File: src/rtl/sipo_capture_if.sv
// Serial-in / parallel-out capture bus: serial producer side plus held-word consumer side.
// The master modport is the environment; the slave modport is the capture block.
interface sipo_capture_if #(
  parameter int unsigned WIDTH = 8
);
  localparam int unsigned CntW = $clog2(WIDTH);

  logic              din;
  logic              shift_en;
  logic              dout_ready;
  logic [WIDTH-1:0]  dout;
  logic              dout_valid;
  logic [CntW-1:0]   bit_cnt;
  logic              overrun;

  modport master (
    output din,
    output shift_en,
    output dout_ready,
    input  dout,
    input  dout_valid,
    input  bit_cnt,
    input  overrun
  );

  modport slave (
    input  din,
    input  shift_en,
    input  dout_ready,
    output dout,
    output dout_valid,
    output bit_cnt,
    output overrun
  );
endinterface

File: src/rtl/sipo_capture.sv
// MSB-first serial word assembler with a one-entry holding register, valid/ready handoff
// and a sticky overrun flag for words completed while the holding register is occupied.
module sipo_capture #(
  parameter int unsigned WIDTH = 8
) (
  input  logic          clk,
  input  logic          Re,
  input  logic          inz,
  sipo_capture_if.slave bus
);
  localparam int unsigned CntW = $clog2(WIDTH);

  typedef enum logic {StEmpty, StFull} hold_e;

  hold_e            state_q, state_d;
  logic [WIDTH-1:0] shift_q, shift_d;
  logic [WIDTH-1:0] dout_q, dout_d;
  logic [CntW-1:0]  cnt_q, cnt_d;
  logic             ovr_q, ovr_d;
  logic [WIDTH-1:0] word;
  logic             complete;
  logic             consume;

  assign word     = {shift_q[WIDTH-2:0], bus.din};
  assign complete = bus.shift_en && (cnt_q == CntW'(WIDTH - 1));
  assign consume  = (state_q == StFull) && bus.dout_ready;

  always_comb begin
    state_d = state_q;
    shift_d = shift_q;
    dout_d  = dout_q;
    cnt_d   = cnt_q;
    ovr_d   = ovr_q;
    if (inz) begin
      state_d = StEmpty;
      shift_d = '0;
      dout_d  = '0;
      cnt_d   = '0;
      ovr_d   = 1'b0;
    end else begin
      if (bus.shift_en) begin
        shift_d = word;
        cnt_d   = complete ? '0 : cnt_q + 1'b1;
      end
      unique case (state_q)
        StEmpty: begin
          if (complete) begin
            dout_d  = word;
            state_d = StFull;
          end
        end
        StFull: begin
          // A completion without a same-cycle consume drops the new word.
          if (complete && consume) begin
            dout_d = word;
          end else if (complete) begin
            ovr_d = 1'b1;
          end else if (consume) begin
            state_d = StEmpty;
          end
        end
        default: state_d = StEmpty;
      endcase
    end
  end

  always_ff @(posedge clk) begin
    if (!Re) begin
      state_q <= StEmpty;
      shift_q <= '0;
      dout_q  <= '0;
      cnt_q   <= '0;
      ovr_q   <= 1'b0;
    end else begin
      state_q <= state_d;
      shift_q <= shift_d;
      dout_q  <= dout_d;
      cnt_q   <= cnt_d;
      ovr_q   <= ovr_d;
    end
  end

  assign bus.dout       = dout_q;
  assign bus.dout_valid = (state_q == StFull);
  assign bus.bit_cnt    = cnt_q;
  assign bus.overrun    = ovr_q;
endmodule

File: src/flat_wrapper.sv
// flat-port wrapper written by rule: the top's interface ports become plain ports
module sipo_capture_flat 
#(
  parameter int unsigned WIDTH = 8
)
  (clk, Re, inz, bus_din, bus_shift_en, bus_dout_ready, bus_dout, bus_dout_valid, bus_bit_cnt, bus_overrun);
  sipo_capture_if #(.WIDTH(WIDTH)) bus_i ();
  input  logic clk;
  input  logic Re;
  input  logic inz;
  input wire logic [$bits(bus_i.din)-1:0] bus_din;
  input wire logic [$bits(bus_i.shift_en)-1:0] bus_shift_en;
  input wire logic [$bits(bus_i.dout_ready)-1:0] bus_dout_ready;
  output wire logic [$bits(bus_i.dout)-1:0] bus_dout;
  output wire logic [$bits(bus_i.dout_valid)-1:0] bus_dout_valid;
  output wire logic [$bits(bus_i.bit_cnt)-1:0] bus_bit_cnt;
  output wire logic [$bits(bus_i.overrun)-1:0] bus_overrun;
  assign bus_i.din = bus_din;
  assign bus_i.shift_en = bus_shift_en;
  assign bus_i.dout_ready = bus_dout_ready;
  assign bus_dout = bus_i.dout;
  assign bus_dout_valid = bus_i.dout_valid;
  assign bus_bit_cnt = bus_i.bit_cnt;
  assign bus_overrun = bus_i.overrun;
  sipo_capture #(.WIDTH(WIDTH)) u_core (.clk(clk), .Re(Re), .inz(inz), .bus(bus_i));
endmodule
File: config.mk
export PLATFORM = sky130hd
export DESIGN_NAME = sipo_capture_flat
export DESIGN_NICKNAME = d
export VERILOG_FILES = /design/src/rtl/sipo_capture_if.sv /design/src/rtl/sipo_capture.sv /design/src/flat_wrapper.sv
export SDC_FILE = /design/constraint.sdc
export NUM_CORES = 1
export LEC_CHECK = 0
export BUFFER_PORTS_ARGS = -buffer_cell sky130_fd_sc_hd__buf_2
export CAP_MARGIN = 25
export CORE_AREA = 4 4 49 51
export DETAILED_ROUTE_END_ITERATION = 6
export DIE_AREA = 0 0 53 55
export PLACE_DENSITY = 0.64
export SYNTH_ARGS = -nofsm -noshare
export SYNTH_HDL_FRONTEND = slang
export SYNTH_SLANG_ARGS = --single-unit
File: constraint.sdc
create_clock -name clk -period 3.8 [get_ports clk]
set_clock_uncertainty 0.15 [all_clocks]
set_input_delay 0.19 -clock clk [delete_from_list [all_inputs] [get_ports clk]]
set_output_delay 0.19 -clock clk [all_outputs]
set_load 0.05 [all_outputs]
# After elaboration in Yosys (flattened, before gate mapping)
# Index checks and enable logic that the tools add are counted.
[word_totals]
reg_bits = 20
latch_bits = 0
mem_bits_rw = 0
romBits = 0
input_bits = 6
output_inout_bits = 13
elab_cells = 27
memories = 0
[classes]
add_sub_neg = 1
mul = 0
n_div = 0
order_cmp = 0
n_eq_ne = 3
shifts = 0
n_mux = 9
bitwise_logic = 3
reduce_logical = 6
[op_table]
columns = ["operator", "n"]
rows = [
  ["$mux W8", 2],
  ["$pmux W8 S2", 1],
  ["$mux W1", 4],
  ["$add A3 B1 Y3 const B", 1],
  ["$eq A3 B3 Y1 const B", 1],
  ["$logic_and A1 B1 Y1", 3],
  ["$mux W3", 1],
  ["$not A1 Y1", 3],
  ["$reduce_and A3 Y1", 1],
  ["$ne A2 B1 Y1 const B", 1],
  ["$ne A2 B2 Y1 const B", 1],
  ["$pmux W1 S2", 1],
  ["$reduce_and A2 Y1", 1],
  ["$reduce_or A2 Y1", 1],
]

# Depth between registers and ports, before layout
# Gate-level depths: netlist of the first run.
[depth]
depth_word = 5
mapped_depth = 6
depth_no_buf = 5

# Worst setup path before layout of the first run
# Ideal clock, no wire load.
[synth_path]
path_type = "register to register"
startpoint = "register u_core.cnt_q[0], in the netlist u_core.bus.bit_cnt[0]"
endpoint = "register u_core.ovr_q, in the netlist u_core.bus.overrun"
setup_time_ns = 0.128
t_arrival_ns = 1.431
required_ns = 3.522
slack_ns = 2.092
stages_incl_launch_ff = 7
path_buffers = 1
period_less_slack_ns = 1.708
cell_sequence = "dfxtp_1 -> ha_1 -> ha_1 -> and2_1 -> buf_4 -> a21oi_1 -> nor2_1"
[synth_via]
elab_chain_len = 5
[synth_lines]
columns = ["element", "line_no", "rtl"]
rows = [
  ["start, declared", "sipo_capture.sv:18", "logic [CntW-1:0] cnt_q, cnt_d;"],
  ["start signal, assigned", "sipo_capture.sv:78", "cnt_q <= cnt_d;"],
  ["$eq A3 B3 Y1 *", "sipo_capture.sv:25", "assign complete = bus.shift_en && (cnt_q == CntW'(WIDTH - 1));"],
  ["$logic_and A1 B1 Y1 *", "sipo_capture.sv:25", ""],
  ["$logic_and A1 B1 Y1", "sipo_capture.sv:54", "if (complete && consume) begin"],
  ["$not A1 Y1 (no source line)", "-", ""],
  ["$reduce_and A3 Y1 (no source line) *", "-", ""],
  ["end signal, assigned", "sipo_capture.sv:79", "ovr_q <= ovr_d;"],
  ["end, declared", "sipo_capture.sv:19", "logic ovr_q, ovr_d;"],
]
# Every way passes the cells marked *; elsewhere a longest branch is shown, timed or not.
# A chain may end at the register's enable or synchronous reset.

# Final worst setup path of the first run
[layout_path]
startpoint = "register u_core.cnt_q[0], in the netlist u_core.bus.bit_cnt[0]"
endpoint = "register u_core.dout_q[3], in the netlist u_core.bus.dout[3]"
[layout_via]
elab_chain_len = 5
elab_cells_between_ends = 6
cone_classes = "eq/ne (3); reduce/logical (3)"
[layout_lines]
columns = ["element", "line_no", "rtl"]
rows = [
  ["$eq A3 B3 Y1 *", "sipo_capture.sv:25", ""],
  ["$logic_and A1 B1 Y1 *", "sipo_capture.sv:25", ""],
  ["$logic_and A1 B1 Y1", "sipo_capture.sv:54", ""],
  ["$ne A2 B2 Y1 (no source line)", "-", ""],
  ["$reduce_and A2 Y1 (no source line) *", "-", ""],
  ["end signal, assigned", "sipo_capture.sv:77", "dout_q <= dout_d;"],
  ["end, declared", "sipo_capture.sv:17", "logic [WIDTH-1:0] dout_q, dout_d;"],
]
# Marked as above.

==> results of run 1 <==
==> per-layer routing <==
metal | vias to the layer above | global-route usage, % | routed length (um)
met3 | 2 | 3.217 | 57
met5 | - | 0 | 0
li1 | 317 | - | -
met1 | 278 | 14.50 | 663
met2 | 8 | 19.63 | 688
met4 | 0 | 3.830 | 8
==> placed cells by master (no fill, tap or decap), drive strengths merged <==
master,instances
dfxtp,20
buf,18
a21oi,12
nor2,10
nand3,8
o21ai,8
mux2i,8
clkbuf,3
nand2b,2
nand2,2
ha,2
and2,1
nor2b,1
inv,1
nand3b,1
nor3b,1
bufinv,1
==> how the worst max path moves through the flow <==
stage,end,depth (start not counted),slack (ns)
floorplan,u_core.bus.overrun$_SDFFE_PP0P_,6,2.09
global placement,u_core.bus.overrun$_SDFFE_PP0P_,5,2.33
detailed placement,u_core.bus.dout[3]$_SDFFE_PP0P_,5,2.27
CTS,u_core.bus.dout[3]$_SDFFE_PP0P_,5,2.24
global route,u_core.bus.dout[3]$_SDFFE_PP0P_,5,2.06
finish,u_core.bus.dout[3]$_SDFFE_PP0P_,5,2.25
==> registers in the layout (all words and copies together), names as in the netlist <==
| register | flops |
|---|---|
| u_core.bus.dout_valid | 1 |
| u_core.shift_q | 7 |
| u_core.bus.bit_cnt | 3 |
| u_core.bus.overrun | 1 |
| u_core.bus.dout | 8 |
==> cell type report <==
| type | count | area (sq um) |
|---|---|---|
| inverters | 1 | 3.754 |
| multi-input cells | 56 | 330.3 |
| clock inverters | 1 | 30.03 |
| flip-flops and latches | 20 | 400.4 |
| clock buffers | 3 | 22.52 |
| repair buffers | 18 | 90.09 |
| fillers | 199 | 1031 |
| well taps | 27 | 33.78 |
==> logic make-up (layout without fill, tap and decap cells) <==
logic type / Yosys count / in the layout / synth area share, %
and+or+nand+nor: 26 / 26 / 16.32
muxes: 8 / 8 / 10.44
buffers and inverters: 7 / 23 / 4.730
DFF: 20 / 20 / 52.20
adders and majority gates: 2 / 2 / 3.262
AOI/OAI and AO/OA: 20 / 20 / 13.05
==> critical path, cell delays in order (launching register included) <==
cell     delay [ns]
dfxtp_1        0.38
ha_1           0.16
ha_1           0.19
and2_1         0.33
nand3_1        0.13
a21oi_1        0.14
==> power by group through the flow <==
stage	logic (W)	clock network (W)	registers, W
6_report	0.0000161	0.000169	0.000212
3_3_place_gp	0.0000162	0	0.000216
4_1_cts	0.0000164	0.000172	0.000212
3_5_place_dp	0.0000164	0	0.000216
5_1_grt	0.0000179	0.000183	0.000212
2_1_floorplan	0.0000101	0	0.000218
==> through the flow <==
step / cells / cell area, sq um / power, W
2_1_floorplan: 83 / 767.0 / 0.0002286
3_3_place_gp: 122 / 858.3 / 0.0002324
3_5_place_dp: 122 / 858.3 / 0.0002327
4_1_cts: 126 / 910.9 / 0.0003997
5_1_grt: 126 / 910.9 / 0.0004125
6_report: 126 / 910.9 / 0.0003965
==> key figures, run 1 <==
Status
  • Status: finished, final reports clean

Min path
  • Hold path depth: 3
  • Min-delay src: bus_din
  • Worst Hold End: u_core.shift_q[0]$_SDFFE_PP0P_
  • Hold Path Class: in -> reg

Synthesis
  • Synth top area cells: dfxtp_1 52%, mux2i_1 10%, a21oi_1 7.8%
  • Synth Register Bits: 20
  • Post-synth ARST share: 0%
  • Post-synthesis cell count: 83
  • Avg Inst Size Synth: 9.241 sq um
  • Synth top cells by count: 20 x dfxtp_1, 12 x a21oi_1, 10 x nor2_1
  • Ys flop type: dfxtp_1
  • Post-Syn Nets: 91
  • Synth area leader: dfxtp_1
  • Yosys top cell area share: 52.20%
  • Yosys warnings: 0
  • Number of synthesized flops with an enable pin: 0
  • Distinct cells, synth: 17
  • Sequential element share of the synthesized area: 52.20%
  • Count leader, synth: dfxtp_1
  • Mapped Area: 767.0 sq um

STA
  • Crit share post-route: 40.83%
  • Slew @ Worst Pin: 0.7142 ns
  • Setup TNS: 0 ns
  • Hold slack: 0.003053 ns
  • Setup WS post-layout: 2.248 ns
  • FMAX: 0.6445 GHz
  • Rel. slew slack: 52.39%
  • Final Max Slew Viols: 0
  • Final min period: 1.552 ns
  • Final Setup Violations: 0
  • RSZ-0062 raised after global routing: no
  • Hold Violations, Final: 0

Setup path
  • Crit path DAT: 1.62 ns
  • Critical-path maximum fanout: 9
  • Critical Path End Type: register
  • Worst R2R Start: u_core.bus.bit_cnt[0]$_SDFFE_PP0P_
  • Worst R2R Path Depth: 5
  • Startpoint type of the worst setup path: register
  • Reg-to-reg endpoint: u_core.bus.dout[3]$_SDFFE_PP0P_
  • Critical path class: reg -> reg
  • R2r setup slk: 2.25 ns
  • CP required: 3.86 ns
  • Critical Path Start: u_core.bus.bit_cnt[0]$_SDFFE_PP0P_

Drt
  • Detail Route Antenna Nets: 0
  • Remaining DRCs: 0
  • Final wirelength: 1.417 mm
  • Initial drt markers: 3
  • Avg WL per Cell: 11.25 um
  • Vias post-DR: 605
  • DR vias/cell: 4.802
  • DRT Pass-1 Iters: 4

Clock network
  • CTS sink count: 20
  • Max Buffers Root-to-Sink: 2
  • H-tree depth: 1
  • Cts bufs inserted: 3
  • Setup bufs post-CTS: 0
  • Clk slew on worst S/H paths: 0.11 ns
  • Cts hold-fix bufs: 0
  • CTS tree: done
  • Post-CTS Resized: 0
  • Clock tree root driver cell: clkbuf_4
  • Worst skew pair latency: 0.29 ns

Power
  • PwrDens: 435.3 nW/um^2
  • Combinational share of power: 4.1%
  • Flop pwr share: 53.4%
  • Leakage power: 0.3872 nW
  • VDD IR-drop max: 0.2224 mV
  • Pint: 0.0003230 W
  • Sw frac: 18.55%
  • Sw power: 0.00007356 W
  • Clock Power Share: 42.6%

Die
  • Initial Util: 39.50%
  • Die W: 53 um
  • Io pins: 19
  • Row count: 16
  • Die height: 55 um
  • Core Area: 1942 sq um
  • Die area: 2915 sq um

Cells and area
  • Area added between synthesis and finish: 18.76%
  • Final core occ: 46.91%
  • Final nets: 108
  • # diodes: 0
  • Share of layout cells above drive strength 1: 23.23%

Placement
  • PortBufs: 18
  • Pre-CTS WS: 2.266 ns
  • Detailed placement HPWL: 1.010 mm
  • Placer Congestion: 0.7434

Global routing
  • Antenna violations before repair: 0
  • Vias in the first global route: 583
  • Total gr overflow: 0
  • First-pass GRT wire length: 2.532 mm
  • Pin count of the biggest net entering global routing: 21
  • Tot GR Track Use: 11.68%

Flow run
  • Max-Cap Viols: 0
(Power assumes the default switching activity.)
==> run 2, diff against run 1 <==
--- a/config.mk
+++ b/config.mk
@@ -10,7 +10,7 @@
 export CORE_AREA = 4 4 49 51
 export DETAILED_ROUTE_END_ITERATION = 6
 export DIE_AREA = 0 0 53 55
-export PLACE_DENSITY = 0.64
+export PLACE_DENSITY = 0.66
 export SYNTH_ARGS = -nofsm -noshare
 export SYNTH_HDL_FRONTEND = slang
 export SYNTH_SLANG_ARGS = --single-unit
==> constraint.sdc (replaced) <==
create_clock -name clk -period 1.3 [get_ports clk]
set_clock_uncertainty 0.15 [all_clocks]
set_input_delay 0.065 -clock clk [delete_from_list [all_inputs] [get_ports clk]]
set_output_delay 0.065 -clock clk [all_outputs]
set_load 0.05 [all_outputs]
==> key figures, run 2 (synthesis gave the netlist of run 1 again) <==
STA
  • Final min period: 1.267 ns (-0.2843 ns)
  • Final Setup Violations: 0 (unchanged)
  • RSZ-0062 raised after global routing: yes
  • Crit share post-route: 97.48% (+57 points)
  • Setup WS post-layout: 0.03275 ns (-2.216 ns)
  • Slew @ Worst Pin: 0.3770 ns (-0.3372 ns)
  • Hold Violations, Final: 0 (unchanged)
  • Rel. slew slack: 74.76% (+22 points)
  • Final Max Slew Viols: 0 (unchanged)
  • FMAX: 0.7891 GHz (+22%)

Drt
  • Initial drt markers: 6 (+3)
  • Vias post-DR: 646 (+6.8%)
  • Remaining DRCs: 0 (unchanged)
  • DRT Pass-1 Iters: 4 (unchanged)
  • Avg WL per Cell: 12.08 um (+7.4%)
  • Detail Route Antenna Nets: 0 (unchanged)
  • Final wirelength: 1.607 mm (+13%)
  • DR vias/cell: 4.857 (+1.2%)

Placement
  • Pre-CTS WS: -0.07819 ns (-2.344 ns)
  • Placer Congestion: 0.7494 (+0.81%)
  • Post-DP Area: 929.6 sq um (+8.3%)
  • Detailed placement HPWL: 1.096 mm (+8.5%)
  • PortBufs: 18 (unchanged)

Clock network
  • Max Buffers Root-to-Sink: 2 (unchanged)
  • H-tree depth: 1 (unchanged)
  • Clock tree root driver cell: clkbuf_4
  • CTS sink count: 20 (unchanged)
  • Setup bufs post-CTS: 0 (unchanged)
  • Cts bufs inserted: 3 (unchanged)
  • CTS tree: done
  • Worst skew pair latency: 0.29 ns (about the same)
  • Clk slew on worst S/H paths: 0.10 ns (about the same)

Die
  • Core Area: 1942 sq um (unchanged)
  • Die area: 2915 sq um (unchanged)
  • Die W: 53 um (unchanged)
  • Io pins: 19 (unchanged)
  • Die height: 55 um (unchanged)
  • Row count: 16 (unchanged)
  • Initial Util: 39.50% (unchanged)

Setup path
  • Startpoint type of the worst setup path: register
  • CP cell instances: ha_4 > ha_4 > and2_4 > a21oi_2 > nor2_1
  • Critical Path End Type: register
  • CP max stage delay: 0.37 ns (about the same)
  • Crit path DAT: 1.31 ns (-0.31 ns)
  • Critical path class: reg -> reg
  • Worst R2R Path Depth: 5 (unchanged)
  • Worst path depth: 5 (unchanged)
  • Slowest CP cell: dfxtp_4
  • Worst path bufs/invs: 0 (unchanged)
  • Critical path's top delay family: flip-flops
  • CP required: 1.34 ns (-2.52 ns)
  • CP dominant cell by count: ha_4
  • R2r setup slk: 0.03 ns (-2.22 ns)
  • Critical-path maximum fanout: 5 (-4)

Cells and area
  • Final Cell Area: 1011 sq um (+11%)
  • Most common cell after layout, fill and taps aside: buf_2
  • Share of layout cells above drive strength 1: 36.79% (+14 points)
  • Multi-input logic area: 384.1 sq um (+16%)
  • Area added between synthesis and finish: 31.81%
  • Final nets: 115 (+6.5%)
  • # diodes: 0 (unchanged)
  • Register area: 410.4 sq um (+2.5%)
  • Flip-flop count of the largest register after layout: 8 (unchanged)
  • Filler Cell Count: 195 (-2.0%)
  • Most frequent cells in the layout: 17 x buf_2, 16 x dfxtp_1, 10 x a21oi_1, 10 x nor2_1

Min path
  • Hold Path Class: in -> reg
  • Hold path depth: 4 (+1)

Global routing
  • Vias in the first global route: 567 (-2.7%)
  • Total gr overflow: 0 (unchanged)
  • Antenna violations before repair: 0 (unchanged)
  • First-pass GRT wire length: 2.490 mm (-1.7%)
  • Tot GR Track Use: 11.84% (+0.16 points)
  • Pin count of the biggest net entering global routing: 21 (unchanged)

Flow run
  • Max-Cap Viols: 0 (unchanged)

Power
  • PwrDens: 1022 nW/um^2 (+130%)
  • VDD IR-drop max: 0.6997 mV (+210%)
  • Leakage power: 0.4212 nW (+8.8%)

Status
  • Status: finished, final reports clean
==> run 2: cell types whose count changed in the layout (fill, tap and decap cells not counted), sizes merged <==
cell,before,now
dlygate4sd3,0,2
and2,1,2
clkbuf,3,5
buf,18,21
bufinv,1,0
==> run 2: timing repair <==
item / 4_1_cts / 5_1_grt
resized for setup: 2 / 4
hold endpoints to repair: 5 / 0
endpoints found under the setup margin: 9 / 10
cloned: 0 / 1
hold buffers: 2 / 0
==> run 2: metal layers <==
layer	vias up	share of wire [%]	track usage [%]
li1	332	-	-
met1	306	48	15.13
met2	6	48	18.80
met3	2	3.4	3.217
met4	0	0.81	5.106
met5	-	0	0
==> run 2: worst register-to-register path: stages (launching register included) <==
cell and delay, ns:
dfxtp_4 0.37, ha_4 0.16, ha_4 0.17, and2_4 0.16, a21oi_2 0.12, nor2_1 0.05
==> run 2: stage by stage <==
step / std cells / TNS [ns] / power (W) / hold WS, ns / utilization (%)
CTS: 132 / 0 / 0.001044 / 0.02140 / 51.03
global route: 133 / -0.1745 / 0.001085 / 0.03072 / 52.06
global placement: 126 / -0.1522 / 0.0006860 / 0.1752 / 47.87
finish: 133 / 0 / 0.001033 / 0.02970 / 52.06
detailed placement: 126 / -0.4764 / 0.0006868 / 0.1921 / 47.87
floorplan: 83 / -0.6450 / 0.0006667 / 0.06221 / -
==> run 2: power breakdown <==
part	switching, W	leakage [nW]	total [W]	internal (W)
Sequential	0.00000294	0.164	0.000616	0.000613
Combinational	0.0000358	0.236	0.0000645	0.0000287
Clock	0.000182	0.0210	0.000353	0.000171
==> run 2: final timing paths <==
check / from / end
setup / recovery: u_core.bus.bit_cnt[1]$_SDFFE_PP0P_ / u_core.bus.overrun$_SDFFE_PP0P_
hold / removal: bus_dout_ready / u_core.bus.overrun$_SDFFE_PP0P_
setup reg to reg: u_core.bus.bit_cnt[1]$_SDFFE_PP0P_ / u_core.bus.overrun$_SDFFE_PP0P_
hold reg to reg: u_core.shift_q[6]$_SDFFE_PP0P_ / u_core.bus.dout[7]$_SDFFE_PP0P_
==> run 2: cell type report <==
cell class / instances / area share [%]
Timing Repair Buffer: 24 / 14.11
Inverter: 1 / 0.3713
Tap cell: 27 / 3.342
Sequential cell: 20 / 40.59
Multi-Input combinational cell: 57 / 37.99
Clock buffer: 4 / 3.589
==> run 3, diff against run 2 <==
--- a/config.mk
+++ b/config.mk
@@ -8,6 +8,8 @@
 export BUFFER_PORTS_ARGS = -buffer_cell sky130_fd_sc_hd__buf_2
 export CAP_MARGIN = 25
 export CORE_AREA = 4 4 49 51
+export CTS_BUF_LIST = sky130_fd_sc_hd__clkbuf_8
+export CTS_CLUSTER_DIAMETER = 200
 export DETAILED_ROUTE_END_ITERATION = 6
 export DIE_AREA = 0 0 53 55
 export PLACE_DENSITY = 0.66
==> key figures, run 3 (synthesis gave the netlist of run 1 again) <==
Setup path
  • Startpoint type of the worst setup path: register
  • Crit path DAT: 1.26 ns (-0.05 ns)
  • Critical Path End Type: register
  • CP required: 1.30 ns (-0.04 ns)
  • Worst R2R Path Depth: 5 (unchanged)
  • Critical path class: reg -> reg
  • Critical-path maximum fanout: 5 (unchanged)

Clock network
  • CTS tree: done
  • CTS sink count: 20 (unchanged)
  • Clk slew on worst S/H paths: 0.07 ns (-0.03 ns)
  • Worst skew pair latency: 0.25 ns (-0.04 ns)
  • Clock tree root driver cell: clkbuf_8
  • Cts bufs inserted: 3 (unchanged)
  • H-tree depth: 1 (unchanged)
  • Max Buffers Root-to-Sink: 2 (unchanged)
  • Setup bufs post-CTS: 0 (unchanged)

STA
  • Hold Violations, Final: 0 (unchanged)
  • Final Setup Violations: 0 (unchanged)
  • Final min period: 1.261 ns (-0.006610 ns)
  • Rel. slew slack: 73.88% (-0.87 points)
  • Crit share post-route: 96.97% (-0.51 points)
  • Slew @ Worst Pin: 0.3900 ns (+0.01305 ns)
  • Setup TNS: 0 ns (unchanged)
  • RSZ-0062 raised after global routing: yes
  • Final Max Slew Viols: 0 (unchanged)
  • FMAX: 0.7932 GHz (+0.52%)

Drt
  • DRT Pass-1 Iters: 4 (unchanged)
  • Vias post-DR: 632 (-2.2%)
  • Detail Route Antenna Nets: 0 (unchanged)
  • Remaining DRCs: 0 (unchanged)
  • Avg WL per Cell: 12.03 um (-0.44%)
  • Initial drt markers: 8 (+2)
  • Final wirelength: 1.600 mm (-0.44%)
  • DR vias/cell: 4.752 (-2.2%)

Status
  • Status: finished, final reports clean

Flow run
  • Max-Cap Viols: 0 (unchanged)

Global routing
  • Pin count of the biggest net entering global routing: 21 (unchanged)
  • First-pass GRT wire length: 2.497 mm (+0.28%)
  • Antenna violations before repair: 0 (unchanged)
  • Total gr overflow: 0 (unchanged)
  • Vias in the first global route: 567 (unchanged)
  • Tot GR Track Use: 12.07% (+0.23 points)

Cells and area
  • Most common cell after layout, fill and taps aside: buf_2
  • Share of layout cells above drive strength 1: 36.79% (unchanged)
  • Final nets: 115 (unchanged)
  • Flip-flop count of the largest register after layout: 8 (unchanged)
  • # diodes: 0 (unchanged)
  • Most frequent cells in the layout: 17 x buf_2, 16 x dfxtp_1, 10 x a21oi_1, 10 x nor2_1
  • Area added between synthesis and finish: 34.75%

Min path
  • Hold Path Class: in -> reg
  • Hold path depth: 4 (unchanged)

Die
  • Io pins: 19 (unchanged)
  • Die area: 2915 sq um (unchanged)
  • Initial Util: 39.50% (unchanged)
  • Core Area: 1942 sq um (unchanged)
  • Die W: 53 um (unchanged)
  • Row count: 16 (unchanged)
  • Die height: 55 um (unchanged)

Placement
  • Detailed placement HPWL: 1.096 mm (unchanged)
  • Placer Congestion: 0.7494 (unchanged)
  • PortBufs: 18 (unchanged)

Power
  • VDD IR-drop max: 0.5993 mV (-14%)
  • Total power: 0.001149 W (+11%)
  • PwrDens: 1111 nW/um^2 (+8.7%)
  • Leakage power: 0.4302 nW (+2.1%)
run 3: cell counts in the layout (fill, tap and decap cells not counted):
No cell type changed its count.
run 3: metrics by stage:
step / area, sq um / util [%] / hold slack, ns / cells / worst slack, ns
floorplan: 812.0 / - / 0.06221 / 83 / -0.09113
global placement: 929.6 / 47.87 / 0.1752 / 126 / -0.02962
detailed placement: 929.6 / 47.87 / 0.1921 / 126 / -0.07819
CTS: 1010 / 52.00 / 0.06833 / 132 / 0.01186
global route: 1033 / 53.22 / 0.09351 / 133 / -0.02091
finish: 1033 / 53.22 / 0.07682 / 133 / 0.03936
run 3: final timing paths:
path	from	end	slack (ns)
worst max-delay path	u_core.bus.bit_cnt[1]$_SDFFE_PP0P_	u_core.bus.overrun$_SDFFE_PP0P_	0.04
worst min-delay path	bus_dout_ready	u_core.bus.overrun$_SDFFE_PP0P_	0.08
worst max register to register	u_core.bus.bit_cnt[1]$_SDFFE_PP0P_	u_core.bus.overrun$_SDFFE_PP0P_	0.04
worst min register to register	u_core.shift_q[6]$_SDFFE_PP0P_	u_core.bus.dout[7]$_SDFFE_PP0P_	0.33
run 3: final cells by class:
| type | count | area, sq um |
|---|---|---|
| Fill cell | 191 | 908.4 |
| Multi-Input combinational cell | 57 | 384.1 |
| Tap cell | 27 | 33.78 |
| Timing Repair Buffer | 24 | 146.4 |
| Sequential cell | 20 | 410.4 |
| Clock buffer | 4 | 55.05 |
| Inverter | 1 | 3.754 |
run 3: per-layer routing:
layer	track usage [%]	vias to the layer above	share of wire [%]
met5	0	-	0
met4	7.660	0	1.3
met3	3.217	2	3.9
met2	18.60	7	47
met1	14.97	294	47
li1	-	329	-
run 3: what timing repair did:
action,CTS,global route
endpoints found under the setup margin,8,10
hold endpoints to repair,3,0
hold buffers,2,0
gates cloned,0,1
gates resized for setup,2,5
run 3: worst max-delay path, stage by stage, from the launching register on:
cell     delay, ns
dfxtp_4       0.35
ha_4          0.16
ha_4          0.17
and2_4        0.15
a21oi_2       0.12
nor2_1        0.05
run 3: where the power goes:
part	switching [W]	internal [W]	total [W]
clock	0.000198	0.000269	0.000467
sequential	0.00000295	0.000613	0.000616
combinational	0.0000363	0.0000297	0.0000660
